===== src/rtl/pipe_id_stage_pkg.sv =====
// Shared decode constants for the ID stage: opcodes, functs, ALU codes,
// next-PC selects and forwarding selects.
package pipe_id_stage_pkg;

  localparam logic [5:0] OP_RTYPE = 6'b000000;
  localparam logic [5:0] OP_ADDI  = 6'b001000;
  localparam logic [5:0] OP_ANDI  = 6'b001100;
  localparam logic [5:0] OP_ORI   = 6'b001101;
  localparam logic [5:0] OP_XORI  = 6'b001110;
  localparam logic [5:0] OP_LUI   = 6'b001111;
  localparam logic [5:0] OP_LW    = 6'b100011;
  localparam logic [5:0] OP_SW    = 6'b101011;
  localparam logic [5:0] OP_BEQ   = 6'b000100;
  localparam logic [5:0] OP_BNE   = 6'b000101;
  localparam logic [5:0] OP_J     = 6'b000010;
  localparam logic [5:0] OP_JAL   = 6'b000011;

  localparam logic [5:0] FN_ADD = 6'b100000;
  localparam logic [5:0] FN_SUB = 6'b100010;
  localparam logic [5:0] FN_AND = 6'b100100;
  localparam logic [5:0] FN_OR  = 6'b100101;
  localparam logic [5:0] FN_XOR = 6'b100110;
  localparam logic [5:0] FN_SLL = 6'b000000;
  localparam logic [5:0] FN_SRL = 6'b000010;
  localparam logic [5:0] FN_SRA = 6'b000011;
  localparam logic [5:0] FN_JR  = 6'b001000;

  localparam logic [3:0] ALU_ADD = 4'b0000;
  localparam logic [3:0] ALU_SUB = 4'b0100;
  localparam logic [3:0] ALU_AND = 4'b0001;
  localparam logic [3:0] ALU_OR  = 4'b0101;
  localparam logic [3:0] ALU_XOR = 4'b0010;
  localparam logic [3:0] ALU_LUI = 4'b0110;
  localparam logic [3:0] ALU_SLL = 4'b0011;
  localparam logic [3:0] ALU_SRL = 4'b0111;
  localparam logic [3:0] ALU_SRA = 4'b1111;

  localparam logic [1:0] PC_SEQ    = 2'b00;
  localparam logic [1:0] PC_BRANCH = 2'b01;
  localparam logic [1:0] PC_JR     = 2'b10;
  localparam logic [1:0] PC_JUMP   = 2'b11;

  localparam logic [1:0] FWD_RF   = 2'b00;
  localparam logic [1:0] FWD_EXE  = 2'b01;
  localparam logic [1:0] FWD_MALU = 2'b10;
  localparam logic [1:0] FWD_MMO  = 2'b11;

  typedef struct packed {
    logic       wreg;
    logic       m2reg;
    logic       wmem;
    logic       jal;
    logic       shift;
    logic       aluimm;
    logic       sext;
    logic       regrt;
    logic       uses_rs;
    logic       uses_rt;
    logic [3:0] aluc;
  } ctrl_t;

  function automatic logic [31:0] fwd_mux(input logic [1:0]  sel,
                                          input logic [31:0] rf,
                                          input logic [31:0] exe,
                                          input logic [31:0] malu,
                                          input logic [31:0] mmo);
    case (sel)
      FWD_EXE:  return exe;
      FWD_MALU: return malu;
      FWD_MMO:  return mmo;
      default:  return rf;
    endcase
  endfunction

endpackage


===== src/rtl/pipe_id_stage_fwd_unit.sv =====
// Operand forwarding selects and hazard stall for the rs/rt pair in ID.
module pipe_fwd_unit
  import pipe_id_stage_pkg::*;
#(
  parameter int FWD_EN = 1
) (
  input  logic [4:0] rs,
  input  logic [4:0] rt,
  input  logic       uses_rs,
  input  logic       uses_rt,
  input  logic [4:0] ern,
  input  logic       ewreg,
  input  logic       em2reg,
  input  logic [4:0] mrn,
  input  logic       mwreg,
  input  logic       mm2reg,
  output logic [1:0] fwda,
  output logic [1:0] fwdb,
  output logic       stall
);

  logic exe_hit_a, exe_hit_b, mem_hit_a, mem_hit_b;

  // r0 is hardwired zero, so a match on it never counts as a hit
  assign exe_hit_a = ewreg & (ern == rs) & (rs != 5'd0);
  assign exe_hit_b = ewreg & (ern == rt) & (rt != 5'd0);
  assign mem_hit_a = mwreg & (mrn == rs) & (rs != 5'd0);
  assign mem_hit_b = mwreg & (mrn == rt) & (rt != 5'd0);

  always_comb begin
    fwda  = FWD_RF;
    fwdb  = FWD_RF;
    stall = 1'b0;
    if (FWD_EN != 0) begin
      if (exe_hit_a & ~em2reg) fwda = FWD_EXE;
      else if (mem_hit_a)      fwda = mm2reg ? FWD_MMO : FWD_MALU;
      if (exe_hit_b & ~em2reg) fwdb = FWD_EXE;
      else if (mem_hit_b)      fwdb = mm2reg ? FWD_MMO : FWD_MALU;
      // a load result is not available until MEM, one cycle late
      stall = em2reg & ((exe_hit_a & uses_rs) | (exe_hit_b & uses_rt));
    end else begin
      stall = ((exe_hit_a | mem_hit_a) & uses_rs) |
              ((exe_hit_b | mem_hit_b) & uses_rt);
    end
  end

endmodule


===== src/rtl/pipe_id_stage.sv =====
// MIPS decode stage with operand forwarding, load-use bubble, branch/jump
// resolution in ID and the ID/EXE pipeline register.
module pipe_id_stage
  import pipe_id_stage_pkg::*;
#(
  parameter int FWD_EN = 1
) (
  input  logic        clock,
  input  logic        resetn,
  input  logic [31:0] dpc4,
  input  logic [31:0] inst,
  input  logic [31:0] qa,
  input  logic [31:0] qb,
  input  logic [31:0] ealu,
  input  logic [4:0]  mrn,
  input  logic        mwreg,
  input  logic        mm2reg,
  input  logic [31:0] malu,
  input  logic [31:0] mmo,
  output logic [4:0]  rs,
  output logic [4:0]  rt,
  output logic        wpcir,
  output logic [1:0]  pcsource,
  output logic [31:0] bpc,
  output logic [31:0] jpc,
  output logic        ewreg,
  output logic        em2reg,
  output logic        ewmem,
  output logic        ejal,
  output logic        eshift,
  output logic        ealuimm,
  output logic [3:0]  ealuc,
  output logic [31:0] ea,
  output logic [31:0] eb,
  output logic [31:0] eimm,
  output logic [31:0] esa,
  output logic [31:0] epc4,
  output logic [4:0]  ern0
);

  logic [5:0]  op, fn;
  logic [4:0]  rd, ern;
  logic [15:0] imm;
  ctrl_t       c;
  logic        is_jr, is_beq, is_bne, is_jmp, r_alu, i_alu;
  logic [1:0]  fwda, fwdb;
  logic        stall, taken;
  logic [31:0] fa, fb, imm_ext;

  assign op  = inst[31:26];
  assign fn  = inst[5:0];
  assign rd  = inst[15:11];
  assign imm = inst[15:0];
  assign rs  = inst[25:21];
  assign rt  = inst[20:16];

  always_comb begin
    c      = '0;
    is_jr  = 1'b0;
    is_beq = 1'b0;
    is_bne = 1'b0;
    is_jmp = 1'b0;
    r_alu  = 1'b0;
    i_alu  = 1'b0;
    case (op)
      OP_RTYPE: begin
        case (fn)
          FN_ADD: begin r_alu = 1'b1; c.aluc = ALU_ADD; end
          FN_SUB: begin r_alu = 1'b1; c.aluc = ALU_SUB; end
          FN_AND: begin r_alu = 1'b1; c.aluc = ALU_AND; end
          FN_OR:  begin r_alu = 1'b1; c.aluc = ALU_OR;  end
          FN_XOR: begin r_alu = 1'b1; c.aluc = ALU_XOR; end
          FN_SLL: begin r_alu = 1'b1; c.aluc = ALU_SLL; c.shift = 1'b1; end
          FN_SRL: begin r_alu = 1'b1; c.aluc = ALU_SRL; c.shift = 1'b1; end
          FN_SRA: begin r_alu = 1'b1; c.aluc = ALU_SRA; c.shift = 1'b1; end
          FN_JR:  begin is_jr = 1'b1; c.uses_rs = 1'b1; end
          default: ;
        endcase
        if (r_alu) begin
          c.wreg    = 1'b1;
          c.uses_rt = 1'b1;
          c.uses_rs = ~c.shift;
        end
      end
      OP_ADDI: begin i_alu = 1'b1; c.sext = 1'b1; c.aluc = ALU_ADD; end
      OP_ANDI: begin i_alu = 1'b1; c.aluc = ALU_AND; end
      OP_ORI:  begin i_alu = 1'b1; c.aluc = ALU_OR;  end
      OP_XORI: begin i_alu = 1'b1; c.aluc = ALU_XOR; end
      OP_LW:   begin i_alu = 1'b1; c.sext = 1'b1; c.m2reg = 1'b1; c.aluc = ALU_ADD; end
      OP_LUI:  begin
        c.wreg = 1'b1; c.aluimm = 1'b1; c.regrt = 1'b1; c.aluc = ALU_LUI;
      end
      OP_SW:   begin
        c.wmem = 1'b1; c.aluimm = 1'b1; c.sext = 1'b1;
        c.uses_rs = 1'b1; c.uses_rt = 1'b1; c.aluc = ALU_ADD;
      end
      OP_BEQ:  begin
        is_beq = 1'b1; c.sext = 1'b1; c.uses_rs = 1'b1; c.uses_rt = 1'b1; c.aluc = ALU_SUB;
      end
      OP_BNE:  begin
        is_bne = 1'b1; c.sext = 1'b1; c.uses_rs = 1'b1; c.uses_rt = 1'b1; c.aluc = ALU_SUB;
      end
      OP_J:    is_jmp = 1'b1;
      OP_JAL:  begin is_jmp = 1'b1; c.jal = 1'b1; c.wreg = 1'b1; end
      default: ;
    endcase
    if (i_alu) begin
      c.wreg    = 1'b1;
      c.aluimm  = 1'b1;
      c.regrt   = 1'b1;
      c.uses_rs = 1'b1;
    end
  end

  // jal's link register is substituted here so EXE can keep ern0 generic
  assign ern = ejal ? 5'd31 : ern0;

  pipe_fwd_unit #(.FWD_EN(FWD_EN)) u_fwd (
    .rs      (rs),
    .rt      (rt),
    .uses_rs (c.uses_rs),
    .uses_rt (c.uses_rt),
    .ern     (ern),
    .ewreg   (ewreg),
    .em2reg  (em2reg),
    .mrn     (mrn),
    .mwreg   (mwreg),
    .mm2reg  (mm2reg),
    .fwda    (fwda),
    .fwdb    (fwdb),
    .stall   (stall)
  );

  assign fa      = fwd_mux(fwda, qa, ealu, malu, mmo);
  assign fb      = fwd_mux(fwdb, qb, ealu, malu, mmo);
  assign imm_ext = c.sext ? {{16{imm[15]}}, imm} : {16'b0, imm};
  assign bpc     = dpc4 + {imm_ext[29:0], 2'b00};
  assign jpc     = is_jr ? fa : {dpc4[31:28], inst[25:0], 2'b00};
  assign taken   = (is_beq & (fa == fb)) | (is_bne & (fa != fb));
  assign wpcir   = ~stall;

  always_comb begin
    pcsource = PC_SEQ;
    if (!stall) begin
      if (taken)       pcsource = PC_BRANCH;
      else if (is_jr)  pcsource = PC_JR;
      else if (is_jmp) pcsource = PC_JUMP;
    end
  end

  // a stalled instruction is replayed next cycle, so EXE sees an all-zero bubble
  always_ff @(posedge clock) begin
    if (!resetn || stall) begin
      ewreg   <= 1'b0;
      em2reg  <= 1'b0;
      ewmem   <= 1'b0;
      ejal    <= 1'b0;
      eshift  <= 1'b0;
      ealuimm <= 1'b0;
      ealuc   <= 4'b0;
      ea      <= 32'b0;
      eb      <= 32'b0;
      eimm    <= 32'b0;
      esa     <= 32'b0;
      epc4    <= 32'b0;
      ern0    <= 5'b0;
    end else begin
      ewreg   <= c.wreg;
      em2reg  <= c.m2reg;
      ewmem   <= c.wmem;
      ejal    <= c.jal;
      eshift  <= c.shift;
      ealuimm <= c.aluimm;
      ealuc   <= c.aluc;
      ea      <= fa;
      eb      <= fb;
      eimm    <= imm_ext;
      esa     <= {27'b0, inst[10:6]};
      epc4    <= dpc4;
      ern0    <= c.regrt ? rt : rd;
    end
  end

endmodule

===== config.mk =====
export PLATFORM = sky130hd
export DESIGN_NAME = pipe_id_stage
export DESIGN_NICKNAME = d
export VERILOG_FILES = /design/src/rtl/pipe_id_stage_pkg.sv /design/src/rtl/pipe_id_stage_fwd_unit.sv /design/src/rtl/pipe_id_stage.sv
export SDC_FILE = /design/constraint.sdc
export NUM_CORES = 1
export LEC_CHECK = 0
export ABC_AREA = 0
export BUFFER_PORTS_ARGS = -buffer_cell sky130_fd_sc_hd__buf_4
export CAP_MARGIN = 20
export CORE_AREA = 2 2 188 190
export CTS_BUF_LIST = sky130_fd_sc_hd__clkbuf_4 sky130_fd_sc_hd__clkbuf_8 sky130_fd_sc_hd__clkbuf_16
export CTS_CLUSTER_SIZE = 28
export DETAILED_ROUTE_END_ITERATION = 8
export DIE_AREA = 0 0 190 192
export PLACE_DENSITY = 0.55
export SETUP_SLACK_MARGIN = 0.5
export SLEW_MARGIN = 25
export SYNTH_ARGS = -nofsm -noshare
export SYNTH_HDL_FRONTEND = slang
export SYNTH_HIERARCHICAL = 1
export SYNTH_SLANG_ARGS = --single-unit

===== constraint.sdc =====
create_clock -name clock -period 6.34 [get_ports clock]
set_input_delay 0.951 -clock clock [delete_from_list [all_inputs] [get_ports clock]]
set_output_delay 0.951 -clock clock [all_outputs]
set_load 0.05 [all_outputs]

Yosys cells after proc, flatten, opt, wreduce, memory -nomap -nowiden. Cells that the tools add are included.

Muxes and demuxes: 40. Equality and inequality tests: 31. Order comparisons: 0. Shifts and indexed selects: 0. Reductions and logical operators: 17. Bitwise gates (word level): 22. Multiply operators: 0. Divide/modulo/power cells: 0. Add/subtract/negate cells: 1.

Operators with widths (count): one-hot mux 32 bit (3 select lines) (2); == test 6 bit, second input constant (7); == test 6 x 4 -> 1 bit, second input constant (6); adder 32 bit (1); == test 32 bit (1); two-way mux 32 bit (1); inequality test 32 bit (1); two-way mux 30 bit (1); one-hot mux 4 bit (7 select lines) (1); == test 6 x 2 -> 1 bit, second input constant (4); one-hot mux 4 bit (6 select lines) (1); == test 5 bit (4); two-way mux 1 bit (20); two-way mux 2 bit (10); bitwise AND 1 bit (15); == test 6 x 3 -> 1 bit, second input constant (2); logical NOT 6 bit (2); OR reduction 2 bit (6); two-way mux 5 bit (2); nonzero test 5 bit (2); OR reduction 5 bit (2); == test 2 bit, second input constant (4); OR reduction 8 bit (1); OR reduction 3 bit (2); 7 further kinds (13).

Output and inout bits: 252. Flip-flop bits (word level): 174. Bits of input ports: 233. Bits in latches: 0. RAM bits: 0. Memories kept: 0. Bits in read-only memories: 0.

Logic depth before layout (Yosys ltp). Gate-level depths: netlist of the first run.

Depth after elaboration: 13. Depth in mapped cells: 15.

By module. The synthesis of the first run kept the hierarchy.

Modules (own cells, without submodules): pipe_id_stage (cells each 855, area each 8181.6 sq um, times used 1); pipe_fwd_unit (cells each 45, area each 322.8 sq um, times used 1).

Worst setup path after synthesis of the first run. OpenSTA, ideal clock, no wires.

Kind: input to output. Start point: input port inst[1]. End point: output port bpc[12]. Path slack: 1032 ps. Arrival time: 4357 ps. Stages on the path: 10. Path through: clkbuf_1 inv_1 fa_1 nor2b_4 o31a_1 o21ai_0 a21boi_0 o21a_1 o21a_1 o311ai_0.

Cells in the longest elaborated chain, start to end: 2.

RTL lines: start, declared (line pipe_id_stage.sv:11) `input logic [31:0] inst,`; two-way mux 30 bit (line pipe_id_stage.sv:136) `assign imm_ext = c.sext ? {{16{imm[15]}}, imm} : {16'b0, imm};`; adder 32 bit (line pipe_id_stage.sv:137) `assign bpc = dpc4 + {imm_ext[29:0], 2'b00};`; end, declared (line pipe_id_stage.sv:24) `output logic [31:0] bpc,`.

No other way between the ends.

Worst setup path after layout of the first run.
Start point: input port inst[21]. End point: output port pcsource[0].

Cells in the longest elaborated chain, start to end: 12. Elaborated cells between the ends (all ways): 24.

RTL lines: == test 5 bit, on equally long branches (line pipe_id_stage_fwd_unit.sv:27, pipe_id_stage_fwd_unit.sv:25); bitwise AND 1 bit, on equally long branches (2 in a row) (line pipe_id_stage_fwd_unit.sv:27, pipe_id_stage_fwd_unit.sv:25); two-way mux 2 bit / bitwise AND 1 bit (equally long branches) (line pipe_id_stage_fwd_unit.sv:36, pipe_id_stage_fwd_unit.sv:35); two-way mux 2 bit * (line pipe_id_stage_fwd_unit.sv:35) `if (exe_hit_a & ~em2reg) fwda = FWD_EXE;`; named net fwda[1] (line pipe_id_stage.sv:46) `logic [1:0] fwda, fwdb;`; == test 2 bit / == test 2 x 1 -> 1 bit (equally long branches) (line pipe_id_stage_pkg.sv:67) `case (sel)`; one-hot mux 32 bit (3 select lines) * (line pipe_id_stage_pkg.sv:67); == test 32 bit / inequality test 32 bit (equally long branches) (line pipe_id_stage.sv:139) `assign taken = (is_beq & (fa == fb)) | (is_bne & (fa != fb));`; bitwise AND 1 bit (line pipe_id_stage.sv:139); OR 1 bit * (line pipe_id_stage.sv:139); two-way mux 2 bit * (line pipe_id_stage.sv:145) `if (taken) pcsource = PC_BRANCH;`; two-way mux 2 bit * (line pipe_id_stage.sv:144) `if (!stall) begin`; end, declared (line pipe_id_stage.sv:23) `output logic [1:0] pcsource,`.

The timed path passes the listed nets; every way through them passes the cells marked *.

==> metrics.csv, run 1 <==
stage;metric;value;unit
clock_tree;# H-tree levels;4;
clock_tree;Num CTS Buffers;17;
yosys;Synth Area per Inst;9.45;um^2
routing;DR iter-0 viols;572;
placement;I/O Buffers;457;
worst_hold_path;hold crit path type;in -> reg;
routing;first-pass iteration count of the detailed router;7;
routing;Vias/cell;4.78;
clock_tree;Root Driver;clkbuf_16;
clock_tree;clk sink count;129;
placement;GPL Wtd Cong;0.939;
yosys;top_reg_cell synth;dfxtp_1;
global_route;layer with the highest usage;met2;
global_route;vias in the first global route;8257;
global_route;initial antenna violation count;3;
finish;layout cells sized above 1;0.450;
routing;DRC viols;0;
setup_path;CP startpoint kind;input pin;
clock_tree;CTS tree;done;
setup_path;WP buf/inv;3;
sta;period utilisation layout;0.887;
floorplan;row count;68;
finish;fillers;3458;
sta;Worst Clk Skew;0.00816;ns
setup_path;CP Data Required Time;5.39;ns
setup_path;critical path arrival;4.67;ns
finish;fin area;12900;um^2
power;Lkg Pwr;0.00594;uW
yosys;synth unique cells;63;
sta;Hold WS;0.726;ns
finish;ANT cells;0;
power;Worst VDD drop;0.185;mV
global_route;pin count of the biggest net entering global routing;42;
sta;Slew @ Worst Pin;0.597;ns
sta;slew margin rel.;0.601;
setup_path;Worst path max stage delay;0.57;ns
floorplan;Chip Height;192;um
sta;Hold Fails Final Rpt;0;
routing;via count;8561;
floorplan;io pins;485;
floorplan;Die ar.;36500;um^2
setup_path;critical-path cell list;buf_4, or4_1, nor2_1, or4_4, o21a_2, buf_8, mux4_2, xor2_1, nor4_2, nand4_1, nor2_2, nand4_1, nand3b_1, buf_4;
global_route;M3 GR Usage;0.0411;
placement;placed inst area;12100;um^2
setup_path;Crit-path slowest cell;mux4_2;
routing;Wirelength per Cell;22.0;um
sta;Max Fclk;178;MHz
placement;DP HPWL;32300;um
yosys;asr flop ratio synth;0;
floorplan;total core area;34300;um^2
setup_path;CP endpoint kind;output pin;
setup_path;critical path's top delay family;simple AND/OR/NAND/NOR gates;
finish;Area Overhead vs Synth;51.6;%
global_route;gr usage total;0.207;
sta;max-slew violations;0;
setup_path;Worst Setup Path Type;in -> out;
outcome;status;complete, no violations;
routing;antenna viol nets, final;0;
power;Pwr Density;227;nW/um^2
sta;setup TNS;0;ns
floorplan;Die W;190;um
yosys;synth warn;6;
yosys;Post-synth EDFFs;0;
clock_tree;Clock Pin Slew Worst Setup and Hold Paths;0.06;ns
sta;RSZ-0062 raised after global routing;false;
yosys;Mapped Area;8500;um^2
global_route;met1 GRT Util;0.273;
floorplan;Initial Util;0.248;
job;Max Cap Violations;0;
setup_path;CP max FO;21;
sta;Final setup viols;0;
routing;final WL;39400;um
global_route;met2 usage;0.340;
clock_tree;clk_lat worst skew;0.44;ns
yosys;flops & latches, synth;129;
global_route;global-route wire length before repair;55100;um
yosys;Mapped Cells;900;
global_route;Congestion Overflow GR;0;
clock_tree;CTS Buffer Depth;2;
sta;fin crit period;5.62;ns
yosys;Seq/Total Area, Yosys;0.304;
finish;fin nets;1585;
clock_tree;Hold Buf Count CTS;0;
-- synthesized netlist by cell type (11+ instances only) --
library cell  number  area [um^2]
nor2_1            46          173
nor3_1            12         60.1
o21ai_0           24          120
xor2_1            41          359
clkbuf_1          28          105
inv_1             20         75.1
o21a_1            12         90.1
ha_1              29          363
a21oi_1           31          155
nand2_1          105          394
nand4_1           15         93.8
xnor2_1           28          245
mux4_2            64         1440
and2_1           114          713
dfxtp_1          129         2580
buf_4             64          480
nor4_1            14         87.6
a21o_1            11         82.6
-- repair_timing --
action | CTS | global route
setup endpoints to repair | 1 | 1
pin swaps | 2 | 0
buffers inserted | 9 | 0
resized for setup | 3 | 4
-- logic make-up (layout without fill, tap and decap cells) --
kind of cell,Yosys count,after routing,share of synthesized area
and+or+nand+nor,354,354,0.220
muxes,69,69,0.175
DFF,129,129,0.304
AOI/OAI and AO/OA,123,123,0.0968
adders and majority gates,30,30,0.0450
other,1,27,0.000441
buffers and inverters,125,534,0.0875
xor gates and xnor gates,69,69,0.0711
-- final timing paths --
kind / start / endpoint / slack [ns] / cells past startpoint
worst max-delay path: inst[21] / pcsource[0] / 0.72 / 14
worst min register to register: em2reg / eb[3] / 1.20 / 3
worst min-delay path: dpc4[13] / epc4[13] / 0.73 / 2
worst max register to register: ejal / eb[27] / 3.22 / 10
-- per-stage QoR --
| stage | cells | worst slack, ns | utilization | total power (uW) |
|---|---|---|---|---|
| 2_1_floorplan | 926 | 1.03 | - | 1530 |
| 3_3_place_gp | 1748 | 0.336 | 0.354 | 1890 |
| 3_5_place_dp | 1748 | 0.334 | 0.354 | 1890 |
| 4_1_cts | 1789 | 0.502 | 0.375 | 2950 |
| 5_1_grt | 1790 | 0.553 | 0.376 | 3030 |
| 6_report | 1790 | 0.718 | 0.376 | 2920 |
-- cells in the final DEF (no fill, tap or decap), types with 15 or more instances in the layout --
| master | n |
|---|---|
| and2_1 | 114 |
| nand4_1 | 15 |
| inv_1 | 20 |
| xnor2_1 | 28 |
| ha_1 | 29 |
| a21oi_1 | 31 |
| conb_1 | 27 |
| nand2_1 | 105 |
| dfxtp_1 | 129 |
| clkbuf_16 | 17 |
| nor2_1 | 45 |
| buf_4 | 476 |
| xor2_1 | 41 |
| mux4_2 | 64 |
| o21ai_0 | 24 |
-- routing by layer --
metal  share of wire  routed length (um)
met1            0.42               16600
met2            0.48               19000
met3           0.075                2960
met4           0.021                 816
met5         0.00033                  13
-- cell type report --
type	instances	area (um^2)	area share
clock buffer	19	447	0.0347
multi-input combinational	672	5360	0.416
sequential	129	2580	0.200
inverter	20	75.1	0.00582
timing repair buffer	482	3700	0.287
tap	455	569	0.0442
clock inverter	13	160	0.0124
-- sequential cells by signal (all words and copies together) (netlist names) --
signal	cells
epc4	32
ewreg	1
eb	32
ealuimm	1
ejal	1
eimm	18
ern0	5
em2reg	1
ealuc	4
ewmem	1
ea	32
eshift	1
-- power by group --
part | total (uW) | internal (uW) | switching (uW)
registers | 870 | 855 | 14.8
clock network | 1050 | 633 | 413
logic | 1010 | 356 | 651
total | 2920 | 1840 | 1080
Note: power is estimated with default switching activity, not from simulation.
==> run 2, diff against run 1 <==
Settings changed: CORE_AREA 2 2 188 190 to 2 2 189 191, DIE_AREA 0 0 190 192 to 0 0 191 193, SYNTH_HIERARCHICAL 1 to not set.
==> run 2 against run 1 <==
  * Worst setup slack better by 0.051 ns
  * Utilization shrank 1.3 points
  * Sequential share of layout area up 0.29 points
  * Non-clock buffer count fell by 1
  * Sequential power hardly changed
  * Critical endpoint unchanged
==> metrics.csv, run 2 <==
stage;metric;value;unit
finish;fillers;3741;
yosys;synth unique cells;69;
finish;largest registers;ea x32, eb x32, epc4 x32;
sta;Hold Fails Final Rpt;0;
clock_tree;Hold Buf Count CTS;0;
yosys;Mapped Cells;1060;
yosys;Mapped Area;8570;um^2
power;Worst VDD drop;0.180;mV
clock_tree;Clock Pin Slew Worst Setup and Hold Paths;0.07;ns
clock_tree;Root Driver;clkbuf_16;
setup_path;CP Data Required Time;5.39;ns
setup_path;CP max FO;32;
sta;Max Fclk;180;MHz
floorplan;row count;69;
global_route;initial antenna violation count;1;
finish;commonest non-fill, non-tap cell in the layout;buf_4;
global_route;gr usage total;0.231;
yosys;area leader, netlist;dfxtp_1;
yosys;top_reg_cell synth;dfxtp_1;
sta;max-slew violations;0;
floorplan;Die W;191;um
power;net switching power;1150;uW
sta;final setup margin;0.769;ns
clock_tree;CTS tree;done;
routing;DR iter-0 viols;714;
power;sequential share of power;0.297;
power;Gate power share;0.356;
worst_hold_path;worst hold start;dpc4[4];
finish;layout cells sized above 1;0.377;
worst_hold_path;Hold EP;epc4[4];
floorplan;Chip Height;193;um
placement;I/O Buffers;457;
finish;ANT cells;0;
routing;Vias/cell;4.98;
clock_tree;post-CTS setup buffer count;0;
finish;fin nets;1718;
clock_tree;# H-tree levels;4;
sta;setup TNS;0;ns
yosys;Yosys top cell area share;0.301;
power;clock power share;0.347;
routing;via count;9607;
yosys;Seq/Total Area, Yosys;0.301;
setup_path;Reg-to-Reg End;ea[14];
yosys;Synth Area per Inst;8.09;um^2
routing;final WL;44400;um
yosys;Post-synth EDFFs;0;
setup_path;critical path arrival;4.62;ns
placement;GPL Wtd Cong;0.904;
power;Lkg Pwr;0.00634;uW
floorplan;io pins;485;
floorplan;Die ar.;36900;um^2
power;P_int;1790;uW
global_route;vias in the first global route;9250;
placement;Post-Place Setup Slack;0.829;ns
clock_tree;Num CTS Buffers;17;
sta;period utilisation layout;0.879;
worst_hold_path;hold crit path type;in -> reg;
routing;DRC viols;0;
sta;fin crit period;5.57;ns
setup_path;worst reg2reg path depth;10;
setup_path;CP endpoint kind;output pin;
job;Max Cap Violations;0;
clock_tree;clk_lat worst skew;0.45;ns
global_route;Congestion Overflow GR;0;
yosys;asr flop ratio synth;0;
clock_tree;CTS Buffer Depth;2;
routing;first-pass iteration count of the detailed router;7;
routing;Wirelength per Cell;23.0;um
finish;Area Overhead vs Synth;48.2;%
power;Switching Share;0.392;
yosys;Commonest cells post-synth;dfxtp_1 (129), a21oi_1 (100), and3_1 (84), o21ai_0 (79), nor2_1 (78);
global_route;pin count of the biggest net entering global routing;58;
finish;most frequent cells in the layout;buf_4 (481), dfxtp_1 (129), a21oi_1 (100), and3_1 (84);
setup_path;CP startpoint kind;input pin;
setup_path;reg2reg setup slack;1.96;ns
sta;Worst Clk Skew;0.0119;ns
yosys;flops & latches, synth;129;
clock_tree;clk sink count;129;
floorplan;Initial Util;0.245;
power;total power;2940;uW
placement;DP HPWL;35700;um
setup_path;Worst Setup Path Type;in -> out;
yosys;synth warn;0;
outcome;status;complete, no violations;
clock_tree;PostCTS Resize Cnt;0;
sta;RSZ-0062 raised after global routing;false;
global_route;global-route wire length before repair;61900;um
yosys;dominant cell by count in the synthesized netlist;dfxtp_1;
floorplan;total core area;35000;um^2
yosys;Synth area leaders;dfxtp_1 (30%), mux2i_1 (6.4%), and3_1 (6.1%);
sta;Slew @ Worst Pin;0.934;ns
sta;slew margin rel.;0.377;
worst_hold_path;hold depth;2;
setup_path;RR Startpoint;ejal;
routing;antenna viol nets, final;0;
power;Pwr Density;232;nW/um^2
sta;Final setup viols;0;
## run 2: cell count changes in the layout (fill, tap and decap cells not counted), moves of 50 or more
cell,delta
and2_1,-110
mux2i_1,+50
nand2_1,-56
a21oi_1,+69
o21ai_0,+54
and3_1,+80
mux4_2,-64
## run 2: worst max-delay path, cell delays in order
cell and delay (ns):
buf_4 0.14, or4_4 0.56, o211a_2 0.49, a21oi_1 0.24, a211oi_1 0.07, a21oi_1 0.66
xor2_1 0.19, nand4_1 0.13, nor4_2 0.63, a211o_1 0.22, nand3_1 0.12, buf_4 0.22
## run 2: cell families after synthesis
family / after synthesis / share of synthesized area
multiplexers: 80 / 0.0973
other: 1 / 0.000437
AO/OA/AOI/OAI: 266 / 0.185
AND/OR/NAND/NOR: 335 / 0.201
XOR/XNOR: 71 / 0.0725
flip-flops: 129 / 0.301
adder cells (fa/ha/maj): 30 / 0.0447
buffers and inverters: 148 / 0.0973
## run 2: metal layers
| metal | up-vias | wire, um | track usage |
|---|---|---|---|
| met5 | - | 0 | 0 |
| met4 | 0 | 1180 | 0.0784 |
| met3 | 55 | 3360 | 0.0445 |
| met2 | 488 | 21200 | 0.391 |
| met1 | 4576 | 18700 | 0.295 |
| li1 | 4488 | - | - |
## run 2: how the worst max path moves through the flow
stage / from / endpoint / slack, ns
2_1_floorplan: inst[29] / bpc[30] / 0.56
3_3_place_gp: inst[21] / pcsource[0] / 0.80
3_5_place_dp: inst[21] / pcsource[0] / 0.83
4_1_cts: inst[21] / pcsource[0] / 0.83
5_1_grt: inst[1] / bpc[30] / 0.56
6_report: inst[21] / pcsource[0] / 0.77
## run 2: metrics by stage
step,area [um^2],std cells,utilization,hold WS [ns]
after floorplan,8680,1086,-,0.985
after global placement,12100,1897,0.347,0.993
after detailed placement,12100,1897,0.347,0.987
after CTS,12700,1929,0.363,0.722
after global routing,12700,1929,0.363,0.729
final,12700,1929,0.363,0.747
## run 2: final cells by class
class                   instances  area (um^2)  area share
multi-input cells             809         5280       0.416
repair buffers                481         3610       0.284
flip-flops and latches        129         2580       0.203
well taps                     461          577      0.0454
clock buffers                  18          433      0.0341
clock inverters                14          156      0.0123
inverters                      17         63.8     0.00502
## run 2: power groups by stage
stage	combinational (uW)	clock (uW)	sequential (uW)
global placement	1050	0	890
detailed placement	1050	0	891
floorplan	509	0	1040
finish	1050	1020	873
CTS	1050	1050	873
global route	1100	1080	877
==> run 3, diff against run 2 <==
Settings changed: CORE_AREA 2 2 189 191 to 2 2 187 189, DIE_AREA 0 0 191 193 to 0 0 189 191, PLACE_DENSITY 0.55 to not set, PLACE_DENSITY_LB_ADDON set to 0.12.
==> run 3 against run 2 <==
  * Clock power grew 7%
  * Sequential share of layout area shrank 0.084 points
  * Clock skew shrank 0.0036 ns
  * Count of clock-buffer cells in the layout grew 1
  * Cell area grew 0.41%
  * First-iteration DRC count shrank 12%
  * Largest power group is now clock
==> metrics.csv, run 3 (synthesized netlist as in run 2, its figures left out) <==
stage;metric;value;unit
setup_path;critical path arrival;4.64;ns
placement;GPL Wtd Cong;0.877;
worst_hold_path;hold depth;2;
sta;Slew @ Worst Pin;0.916;ns
sta;slew margin rel.;0.389;
global_route;vias in the first global route;9292;
sta;period utilisation layout;0.882;
clock_tree;CTS Buffer Depth;2;
routing;first-pass iteration count of the detailed router;5;
setup_path;Worst Setup Path Type;in -> out;
setup_path;reg2reg setup slack;3.01;ns
floorplan;row count;68;
power;Worst VDD drop;0.184;mV
clock_tree;clk sink count;129;
setup_path;CP Data Required Time;5.39;ns
sta;final setup margin;0.751;ns
setup_path;CP max FO;19;
finish;Area Overhead vs Synth;48.8;%
job;Max Cap Violations;0;
worst_hold_path;worst hold start;dpc4[2];
global_route;pin count of the biggest net entering global routing;84;
finish;fin nets;1714;
worst_hold_path;Hold EP;epc4[2];
worst_hold_path;hold crit path type;in -> reg;
placement;Post-Place Setup Slack;0.626;ns
global_route;gr usage total;0.235;
clock_tree;CTS tree;done;
sta;Final setup viols;0;
global_route;initial antenna violation count;5;
finish;largest registers;ea x32, eb x32, epc4 x32;
sta;RSZ-0062 raised after global routing;false;
global_route;Congestion Overflow GR;0;
sta;max-slew violations;0;
power;Lkg Pwr;0.00632;uW
routing;via count;9399;
placement;DP HPWL;34500;um
clock_tree;clk_lat worst skew;0.43;ns
sta;Max Fclk;179;MHz
sta;fin crit period;5.59;ns
setup_path;Reg-to-Reg End;ea[3];
floorplan;total core area;34100;um^2
finish;most frequent cells in the layout;buf_4 (477), dfxtp_1 (129), a21oi_1 (100), and3_1 (84);
finish;commonest non-fill, non-tap cell in the layout;buf_4;
floorplan;Initial Util;0.251;
setup_path;RR Startpoint;ejal;
outcome;status;complete, no violations;
setup_path;CP startpoint kind;input pin;
routing;Wirelength per Cell;22.8;um
sta;Worst Clk Skew;0.00832;ns
finish;final cell count without fillers;1923;
floorplan;io pins;485;
routing;Vias/cell;4.89;
setup_path;worst reg2reg path depth;10;
clock_tree;Root Driver;clkbuf_16;
clock_tree;# H-tree levels;4;
clock_tree;Clock Pin Slew Worst Setup and Hold Paths;0.06;ns
routing;antenna viol nets, final;0;
clock_tree;Num CTS Buffers;17;
placement;I/O Buffers;457;
floorplan;Die W;189;um
routing;final WL;43900;um
sta;Hold Fails Final Rpt;0;
finish;layout cells sized above 1;0.379;
routing;DRC viols;0;
setup_path;CP endpoint kind;output pin;
global_route;global-route wire length before repair;62500;um
power;Pwr Density;235;nW/um^2
routing;DR iter-0 viols;628;
floorplan;Chip Height;191;um
floorplan;Die ar.;36100;um^2
sta;setup TNS;0;ns
placement;Inst Count DP;1887;
-- run 3: cell count changes in the layout (fill, tap and decap cells not counted), moves of 3 or more --
cell / change
mux2i_1: -3
mux2i_2: +3
buf_4: -4
diode_2: +5
inv_6: -3
-- run 3: timing repair --
action                     in CTS  in global routing
hold buffers                    0                  0
gates resized for setup         0                  5
setup endpoints to repair       0                  2
buffers inserted                0                  0
-- run 3: worst max-delay path by stage --
| stage | startpoint | cells past startpoint | to |
|---|---|---|---|
| floorplan | inst[29] | 16 | bpc[30] |
| global placement | inst[25] | 12 | pcsource[0] |
| detailed placement | inst[25] | 12 | pcsource[0] |
| CTS | ejal | 11 | pcsource[0] |
| global route | inst[21] | 13 | pcsource[0] |
| finish | inst[21] | 13 | pcsource[0] |
-- run 3: routing by layer --
layer,track usage,share of wire,wire length [um],vias to the layer above
li1,-,-,-,4475
met1,0.296,0.43,18900,4485
met2,0.406,0.49,21600,410
met3,0.0466,0.063,2760,29
met4,0.0649,0.015,657,0
met5,0,0,0,-
-- run 3: worst max-delay path, stage by stage --
cell and delay [ns]:
buf_4 0.15, or4_4 0.55, nor2_1 0.29, nor2_1 0.08, buf_4 0.22, nand2_4 0.34, mux2i_1 0.74, xor2_1 0.21
nand4_1 0.11, nor4_2 0.43, a211o_1 0.21, nand3_1 0.11, buf_4 0.22
-- run 3: power by group --
part / internal, uW / switching, uW
logic: 346 / 694
clock network: 679 / 411
registers: 854 / 18.1
total: 1880 / 1120
-- run 3: stage by stage --
step	power (uW)	util	cell area, um^2	hold slack [ns]
floorplan	1550	-	8680	0.985
global placement	1930	0.354	12100	1.18
detailed placement	1930	0.354	12100	1.17
CTS	3040	0.373	12700	0.734
global route	3120	0.374	12800	0.741
finish	3000	0.374	12800	0.760
-- run 3: cell type report --
cell class | count | area (um^2)
fill | 3615 | 21400
multi-input combinational | 809 | 5310
timing repair buffer | 477 | 3580
sequential | 129 | 2580
tap | 455 | 569
clock buffer | 19 | 453
clock inverter | 12 | 183
inverter | 17 | 63.8
antenna | 5 | 12.5
